File: src/rtl/mdu_seq_unit.sv
// Iterative RV32M multiply/divide sequencer: 32-step shift-add multiply or
// restoring divide, with freeze/kill handling for the EX-stage pipeline.
//
//   state     | meaning
//   ----------+----------------------------------------------------
//   ST_IDLE   | waiting for start_i
//   ST_CALC   | one multiply/divide iteration per unfrozen edge
//   ST_FINISH | sign correction, result write, done pulse
module mdu_seq_unit #(
  parameter int XLEN = 32
) (
  input  logic            clk_i,
  input  logic            rst_n_i,
  input  logic            start_i,
  input  logic            kill_i,
  input  logic            freeze_i,
  input  logic [2:0]      func3_i,
  input  logic [XLEN-1:0] operand1_i,
  input  logic [XLEN-1:0] operand2_i,
  output logic [XLEN-1:0] result_o,
  output logic            busy_o,
  output logic            done_o
);

  localparam logic [1:0] ST_IDLE   = 2'd0;
  localparam logic [1:0] ST_CALC   = 2'd1;
  localparam logic [1:0] ST_FINISH = 2'd2;

  localparam logic [XLEN-1:0] MIN_NEG  = {1'b1, {(XLEN-1){1'b0}}};
  localparam logic [XLEN-1:0] ALL_ONES = {XLEN{1'b1}};

  logic [1:0]          state_q, state_d;
  logic [4:0]          cnt_q, cnt_d;
  logic [2:0]          func3_q, func3_d;
  logic                neg_q, neg_d;
  logic [2*XLEN-1:0]   acc_q, acc_d;
  logic [XLEN-1:0]     opb_q, opb_d;
  logic [XLEN-1:0]     result_q, result_d;
  logic                done_q, done_d;

  // Launch decode: operand signedness, magnitudes and special cases
  logic            signed1, signed2, neg1, neg2, div0, ovf;
  logic [XLEN-1:0] mag1, mag2;

  assign signed1 = (func3_i == 3'b001) || (func3_i == 3'b010) ||
                   (func3_i == 3'b100) || (func3_i == 3'b110);
  assign signed2 = (func3_i == 3'b001) || (func3_i == 3'b100) || (func3_i == 3'b110);
  assign neg1    = signed1 && operand1_i[XLEN-1];
  assign neg2    = signed2 && operand2_i[XLEN-1];
  assign mag1    = neg1 ? (~operand1_i + 1'b1) : operand1_i;
  assign mag2    = neg2 ? (~operand2_i + 1'b1) : operand2_i;
  assign div0    = func3_i[2] && (operand2_i == '0);
  assign ovf     = func3_i[2] && !func3_i[0] &&
                   (operand1_i == MIN_NEG) && (operand2_i == ALL_ONES);

  // acc_q holds {high, multiplier} for multiply and {remainder, quotient} for divide
  logic [XLEN:0]     mul_sum;
  logic [2*XLEN-1:0] mul_next;
  logic [XLEN:0]     div_rem_sh;
  logic              div_ge;
  logic [2*XLEN-1:0] div_next;

  assign mul_sum    = {1'b0, acc_q[2*XLEN-1:XLEN]} + (acc_q[0] ? {1'b0, opb_q} : '0);
  assign mul_next   = {mul_sum, acc_q[XLEN-1:1]};
  assign div_rem_sh = acc_q[2*XLEN-1:XLEN-1];
  assign div_ge     = (div_rem_sh >= {1'b0, opb_q});
  assign div_next   = {div_ge ? (div_rem_sh[XLEN-1:0] - opb_q) : div_rem_sh[XLEN-1:0],
                       acc_q[XLEN-2:0], div_ge};

  logic [2*XLEN-1:0] prod_fin;
  logic [XLEN-1:0]   quo_fin, rem_fin, fin_result;

  assign prod_fin = neg_q ? (~acc_q + 1'b1) : acc_q;
  assign quo_fin  = neg_q ? (~acc_q[XLEN-1:0] + 1'b1) : acc_q[XLEN-1:0];
  assign rem_fin  = neg_q ? (~acc_q[2*XLEN-1:XLEN] + 1'b1) : acc_q[2*XLEN-1:XLEN];

  always_comb begin
    fin_result = '0;
    if (!func3_q[2]) begin
      fin_result = (func3_q[1:0] == 2'b00) ? prod_fin[XLEN-1:0] : prod_fin[2*XLEN-1:XLEN];
    end else begin
      fin_result = func3_q[1] ? rem_fin : quo_fin;
    end
  end

  always_comb begin
    state_d  = state_q;
    cnt_d    = cnt_q;
    func3_d  = func3_q;
    neg_d    = neg_q;
    acc_d    = acc_q;
    opb_d    = opb_q;
    result_d = result_q;
    done_d   = 1'b0;
    if (kill_i) begin
      state_d = ST_IDLE;
    end else if (!freeze_i) begin
      case (state_q)
        ST_IDLE: begin
          if (start_i) begin
            func3_d = func3_i;
            cnt_d   = '0;
            opb_d   = mag2;
            neg_d   = (func3_i == 3'b110) ? neg1 : (neg1 ^ neg2);
            if (div0) begin
              // preload {remainder, quotient} with the architectural div-by-zero answers
              acc_d   = {operand1_i, ALL_ONES};
              neg_d   = 1'b0;
              state_d = ST_FINISH;
            end else if (ovf) begin
              acc_d   = {{XLEN{1'b0}}, MIN_NEG};
              neg_d   = 1'b0;
              state_d = ST_FINISH;
            end else begin
              acc_d   = {{XLEN{1'b0}}, mag1};
              state_d = ST_CALC;
            end
          end
        end
        ST_CALC: begin
          acc_d = func3_q[2] ? div_next : mul_next;
          cnt_d = cnt_q + 5'd1;
          if (cnt_q == 5'd31) begin
            state_d = ST_FINISH;
          end
        end
        ST_FINISH: begin
          result_d = fin_result;
          done_d   = 1'b1;
          state_d  = ST_IDLE;
        end
        default: state_d = ST_IDLE;
      endcase
    end
  end

  always_ff @(posedge clk_i or negedge rst_n_i) begin
    if (!rst_n_i) begin
      state_q  <= ST_IDLE;
      cnt_q    <= '0;
      func3_q  <= '0;
      neg_q    <= 1'b0;
      acc_q    <= '0;
      opb_q    <= '0;
      result_q <= '0;
      done_q   <= 1'b0;
    end else begin
      state_q  <= state_d;
      cnt_q    <= cnt_d;
      func3_q  <= func3_d;
      neg_q    <= neg_d;
      acc_q    <= acc_d;
      opb_q    <= opb_d;
      result_q <= result_d;
      done_q   <= done_d;
    end
  end

  assign result_o = result_q;
  assign busy_o   = (state_q != ST_IDLE);
  assign done_o   = done_q;

endmodule

File: config.mk
export PLATFORM = sky130hd
export DESIGN_NAME = mdu_seq_unit
export DESIGN_NICKNAME = d
export VERILOG_FILES = /design/src/rtl/mdu_seq_unit.sv
export SDC_FILE = /design/constraint.sdc
export NUM_CORES = 1
export LEC_CHECK = 0
export CORE_ASPECT_RATIO = 1.25
export CORE_MARGIN = 4
export CORE_UTILIZATION = 55
export CTS_CLUSTER_DIAMETER = 50
export DETAILED_ROUTE_END_ITERATION = 16
export PLACE_DENSITY = 0.78
export SETUP_SLACK_MARGIN = 0.2
export SYNTH_ARGS = -nofsm -noshare
export SYNTH_HDL_FRONTEND = slang
export SYNTH_SLANG_ARGS = --single-unit
File: constraint.sdc
create_clock -name clk_i -period 3.48 [get_ports clk_i]
set_input_delay 0.522 -clock clk_i [delete_from_list [all_inputs] [get_ports clk_i]]
set_output_delay 0.522 -clock clk_i [all_outputs]
set_load 0.01 [all_outputs]
* Yosys cells after proc, flatten, opt, wreduce, memory -nomap -nowiden
Cells that the tools add are included.
** Operators by class
- Bitwise operators :: 8
- Equality and inequality tests :: 13
- $add $sub $neg :: 8
- Magnitude comparators :: 1
- Mux-type cells :: 30
- Reductions and logical operators :: 21
** Operator list (count)
- 32-bit two-way mux :: 10
- 64-bit two-way mux :: 4
- 32-bit by 1-bit adder with 32-bit output (second input constant) :: 4
- 32-bit NOT :: 4
- 64-bit one-hot mux with 2 select lines :: 1
- 64-bit by 1-bit adder with 64-bit output (second input constant) :: 1
- 32-bit == test (second input constant) :: 2
- 64-bit NOT :: 1
- 32-bit by 32-bit adder with 33-bit output :: 1
- 33-bit by 32-bit greater-or-equal comparator with 1-bit output :: 1
- 32-bit zero test :: 1
- 32-bit subtractor :: 1
- 2-bit two-way mux :: 6
- 5-bit one-hot mux with 2 select lines :: 1
- 4-bit AND reduction :: 2
- 3-bit == test (second input constant) :: 2
- 1-bit logical AND :: 6
- 1-bit two-way mux :: 6
- 3-bit inequality test (second input constant) :: 2
- 3-bit AND reduction :: 2
- 5-bit by 1-bit adder with 5-bit output (second input constant) :: 1
- 5-bit == test (second input constant) :: 1
- 1-bit logical OR :: 5
- 5-bit two-way mux :: 1
- other kinds (11) :: 15
** Storage, ports and cells
- Bits of input ports :: 72
- Word-level logic and storage cells :: 89
- Output and inout bits :: 34
- Bits in registers :: 140

* Depth between registers and ports, before layout
- Depth after elaboration :: 10
- Depth in mapped cells :: 14
- Gate-level depth less buffers :: 13

* Least setup slack after synthesis
OpenSTA, ideal clock, no wires.
- Path kind :: reg-to-reg
- Start :: register acc_q[0]
- End :: register acc_q[61]
- Arrival :: 3.181 ns
- Stages on the path, launching flop included :: 15
- Setup time :: 0.116 ns
- Path buffers :: 2
- Data required time :: 3.364 ns
- Setup slack :: 0.184 ns
- Period minus slack after synthesis :: 3.296 ns
- Cell sequence :: dfrtp_1 -> clkinv_1 -> clkbuf_1 -> nor2_1 -> ha_1 -> buf_2 -> a211o_1 -> a21oi_1 -> and2_1 -> a211oi_1 -> o21ai_0 -> o21ai_0 -> mux2i_1 -> or4_1 -> o311ai_0
** Between the ends
- Word-level cells in the longest chain between the ends :: 4
** Ends and longest elaborated chain
- start, declared :: RTL line 36 : logic [2*XLEN-1:0] acc_q, acc_d;
- start signal, assigned :: RTL line 143 : acc_q <= '0;
- start signal, assigned :: RTL line 152 : acc_q <= acc_d;
- 32-bit two-way mux :: RTL line 63 : assign mul_sum = {1'b0, acc_q[2*XLEN-1:XLEN]} + (acc_q[0] ? {1'b0, opb_q} : '0);
- 32-bit by 32-bit adder with 33-bit output :: RTL line 63
- 64-bit two-way mux :: RTL line 121 : acc_d = func3_q[2] ? div_next : mul_next;
- 64-bit one-hot mux with 2 select lines :: RTL line 98 : case (state_q)
Every way passes these cells.
A chain may end at the register's enable or synchronous reset.

* Worst setup path after layout
- Start :: register acc_q[40]
- End :: register result_q[29] (netlist: result_o[29])
** Between the ends
- Word-level cells in the longest chain between the ends :: 5
- Elaborated cells between the ends (all ways) :: 9
- Those cells by class :: 2 x add/sub; 5 x mux; 2 x bitwise
** Ends and longest elaborated chain
- 64-bit NOT / 32-bit NOT (equally long branches) :: RTL line 73, 75
- 64-bit by 1-bit adder with 64-bit output / 32-bit by 1-bit adder with 32-bit output (equally long branches) :: RTL line 73, 75
- 64-bit two-way mux / 32-bit two-way mux (equally long branches) :: RTL line 73, 75
- 32-bit two-way mux, on equally long branches :: RTL line 80, 82
- 32-bit two-way mux * :: RTL line 79 : if (!func3_q[2]) begin
- end signal, assigned :: RTL line 154 : result_q <= result_d;
- end, declared :: RTL line 38 : logic [XLEN-1:0] result_q, result_d;
Mark *: on every way between the ends. The rest lies on a longest branch, timed or not.

==> run metrics <==
cell types occupying the most area after synthesis sky130_fd_sc_hd__dfrtp_1 24%, sky130_fd_sc_hd__o21ai_0 7.8%, sky130_fd_sc_hd__xnor2_1 6.4%; total count of hold-check failures in the final report 0; drt first-iter violations 1658; portion of synthesized cell area occupied by the leading cell type 24.2%; adder-cell share of the synthesized area about 6.4%; Highest Clock Rate 305 MHz; cts hold-fix bufs 0; DR vias/cell 6.50; met1 Track Usage GR 43.3%; routing layer with the top usage in global route met2; power density over the cells 636 mW/mm2; multi-input combinational cell area 0.0105 mm2; critical path startpoint category register; Pre-Repair DR Iteration Count 6; dominant register cell in the synthesized netlist sky130_fd_sc_hd__dfrtp_1; pin count of the biggest net entering global routing 75; vias in the first global route 15.6k; met3 Use GR 5.48%; endpoints failing setup 0; worst hold slack 0.0730 ns; post-synthesis simple-gate area fraction 20.9%; post-route antenna net violation count 0; detailed-route via count 16.3k; initial core utilization a little under three fifths; cell taking the most area after synthesis sky130_fd_sc_hd__dfrtp_1; width of the die 153 um; static leakage 0.00772 uW; FF/Latch Area between 0.003 and 0.004 mm2; Tot GR Track Use around 38%; worst-margin pin slew 0.973 ns; Post-Route Utilization 69.3%; number of nets in the final layout between 2k and 2.5k; synth-to-layout area growth 24.3%; Max clock buf depth 2; Cell Count Post-Placement 2464; routed wire length roughly 57000 um; Chip Height about 190 um; number of cells on the worst reg-to-reg path 9; CP Capture Point result_o[29]$_DFFE_PN0P_; element type at the critical path end register; RSZ-0062 raised after global routing true; DIE AREA 0.0290 mm2; Worst EP required 3.82 ns; sequential share of the synthesized area between 20% and 30%; Max-Slew Margin vs Limit 34.9%; IO Port Bufs 105; flip-flop and latch count after synthesis 140; post-synthesis share of cell area spent on xor and xnor gates roughly 11%; number of buffers inserted during clock tree synthesis 17; worst slack after detailed placement -0.223 ns; initial antenna violation count 1; fraction of the mapped netlist area in compound gates just under 30%; finished layout cell area between 0.015 and 0.02 mm2; number of clock sinks 140; slack of the worst reg-to-reg path roughly 0.2 ns; number of warnings printed during yosys synthesis 0; endpoint of the worst-slack reg-to-reg timing path result_o[29]$_DFFE_PN0P_; synthesized netlist net count 2087; Hold/Removal Path Class in -> async; Placement Cell Area approximately 0.017 mm2; Post-Syn Area per Cell 7.47 um2; fraction of registers with async set/reset 100%; final global-route overflow total 0; Final GP Congestion about 1.0; reg-to-reg critical path startpoint acc_q[40]$_DFFE_PN0P_; H-Tree Level Count 4; placed wire-length estimate 44800 um; origin of the worst setup path acc_q[40]$_DFFE_PN0P_; number of library cell types mapped by synthesis 92; largest family of logic cells by synthesized area compound AO/OA/AOI/OAI gates; insertion delay of the later-clocked pin in the worst-skew pair 0.45 ns; layout cell share with drive strength beyond 1 between 10% and 20%; I/O pin cnt 106; number of remaining DRC errors 0; number of diodes 0; multiplexer share of the synthesized area 2.79%; synthesized netlist cell count around 1.9k; status finished, final reports clean; start-to-end type of the worst setup path reg -> reg; number of cells in the finished layout apart from fillers 2502; MaxCap Viol Count 0; area of the core 0.0260 mm2; clock root cell sky130_fd_sc_hd__clkbuf_16; highest net fanout along the worst path 9; ranking of synthesized cells by instance count 231 x sky130_fd_sc_hd__nand2_1, 225 x sky130_fd_sc_hd__o21ai_0, 151 x sky130_fd_sc_hd__nor2_1; most repeated cell in the gate-level netlist after synthesis sky130_fd_sc_hd__nand2_1; maximum vdd drop 435 uV; arrival time of the worst setup path about 3.6 ns; Clock Pin Slew Worst Setup and Hold Paths 0.07 ns; post-route setup slack about 0.20 ns; met2 Usage GRT 66.5%; Final min period approximately 3.3 ns; final max-slew violation count 0; combined area of all synthesized cells 0.0145 mm2; Site Rows 66; Period Utilization, post-route a little over nine tenths; CTS tree done; fill cell instance count of the final layout between 2k and 2.5k; global-route wire length before repair ~87000 um; number of enable-type register cells in the synthesized netlist 0; routed len/inst roughly 23 um; setup skew after layout 0.0151 ns
## cell usage in the layout, fill, tap and decap left out, types with 18 or more instances in the layout
master and n:
sky130_fd_sc_hd__a21o_1 30, sky130_fd_sc_hd__a21oi_1 127, sky130_fd_sc_hd__a221oi_1 21, sky130_fd_sc_hd__a31oi_1 27, sky130_fd_sc_hd__buf_4 212, sky130_fd_sc_hd__clkdlybuf4s50_1 104
sky130_fd_sc_hd__dfrtp_1 137, sky130_fd_sc_hd__ha_1 59, sky130_fd_sc_hd__inv_1 68, sky130_fd_sc_hd__mux2i_1 28, sky130_fd_sc_hd__nand2_1 229, sky130_fd_sc_hd__nand3_1 47
sky130_fd_sc_hd__nand4_1 23, sky130_fd_sc_hd__nor2_1 148, sky130_fd_sc_hd__nor3_1 35, sky130_fd_sc_hd__nor4_1 18, sky130_fd_sc_hd__o21ai_0 214, sky130_fd_sc_hd__o21ai_1 27
sky130_fd_sc_hd__o31ai_1 31, sky130_fd_sc_hd__or3_1 21, sky130_fd_sc_hd__xnor2_1 106, sky130_fd_sc_hd__xor2_1 82
## per-layer routing
metal | share of wire, % | vias to the layer above
li1 | - | 7510
met1 | 37 | 7636
met2 | 49 | 851
met3 | 7.1 | 256
met4 | 7.3 | 4
met5 | 0.044 | -
## sequential cells by signal (all words and copies together), names as in the netlist
register / cells
state_q: 2
opb_q: 32
neg_q: 1
result_o: 32
acc_q: 64
done_o: 1
func3_q: 3
cnt_q: 5
## how the worst min path moves through the flow
stage                                     to                      from  slack [ns]  cells after the start
detailed placement   result_o[6]$_DFFE_PN0P_   result_o[6]$_DFFE_PN0P_        0.46                      1
floorplan               acc_q[0]$_DFFE_PN0P_                   rst_n_i        0.23                      0
CTS                  result_o[7]$_DFFE_PN0P_                   rst_n_i        0.14                      1
global route         result_o[7]$_DFFE_PN0P_                   rst_n_i        0.14                      1
finish               result_o[8]$_DFFE_PN0P_                   rst_n_i        0.07                      1
global placement    result_o[21]$_DFFE_PN0P_  result_o[21]$_DFFE_PN0P_        0.46                      2
## cell families (layout without fill, tap and decap cells)
logic type                 count (synthesis)  after routing
DFF                                      140            140
xor gates and xnor gates                 189            189
muxes                                     38             38
buffers and inverters                    203            423
adders and majority gates                 73             73
AOI/OAI and AO/OA                        663            663
and+or+nand+nor                          636            636
## where the power goes
| group | internal [uW] | switching, uW |
|---|---|---|
| registers | 1930 | 402 |
| clock network | 1160 | 796 |
| logic | 2920 | 4250 |
## critical path, stage by stage (launching register included)
cell,delay [ns]
sky130_fd_sc_hd__dfrtp_1,0.44
sky130_fd_sc_hd__buf_4,0.22
sky130_fd_sc_hd__or4_4,0.57
sky130_fd_sc_hd__or2_4,0.30
sky130_fd_sc_hd__or4_4,0.55
sky130_fd_sc_hd__or2_1,0.34
sky130_fd_sc_hd__o21ai_1,0.30
sky130_fd_sc_hd__xor2_1,0.17
sky130_fd_sc_hd__o21ai_1,0.07
sky130_fd_sc_hd__o221a_1,0.22
## per-stage QoR
step | TNS, ns | total power, uW
finish | 0 | 11500
detailed placement | -0.295 | 9030
global placement | -0.178 | 8950
global route | 0 | 12100
floorplan | 0 | 6590
CTS | 0 | 11100
## final cells by class
class | count | area share, %
clock buffer | 20 | 2.48
sequential | 140 | 19.5
inverter | 71 | 1.48
clock inverter | 12 | 0.909
multi-input combinational | 1599 | 58.4
tap | 340 | 2.36
timing repair buffer | 320 | 14.9
## repair_timing
| item | 4_1_cts | 5_1_grt |
|---|---|---|
| pin swaps | 7 | 20 |
| endpoints found under the setup margin | 12 | 39 |
| setup buffers | 3 | 3 |
| gates resized for setup | 21 | 50 |
| gates cloned | 0 | 0 |
Note: power is estimated with default switching activity, not from simulation.
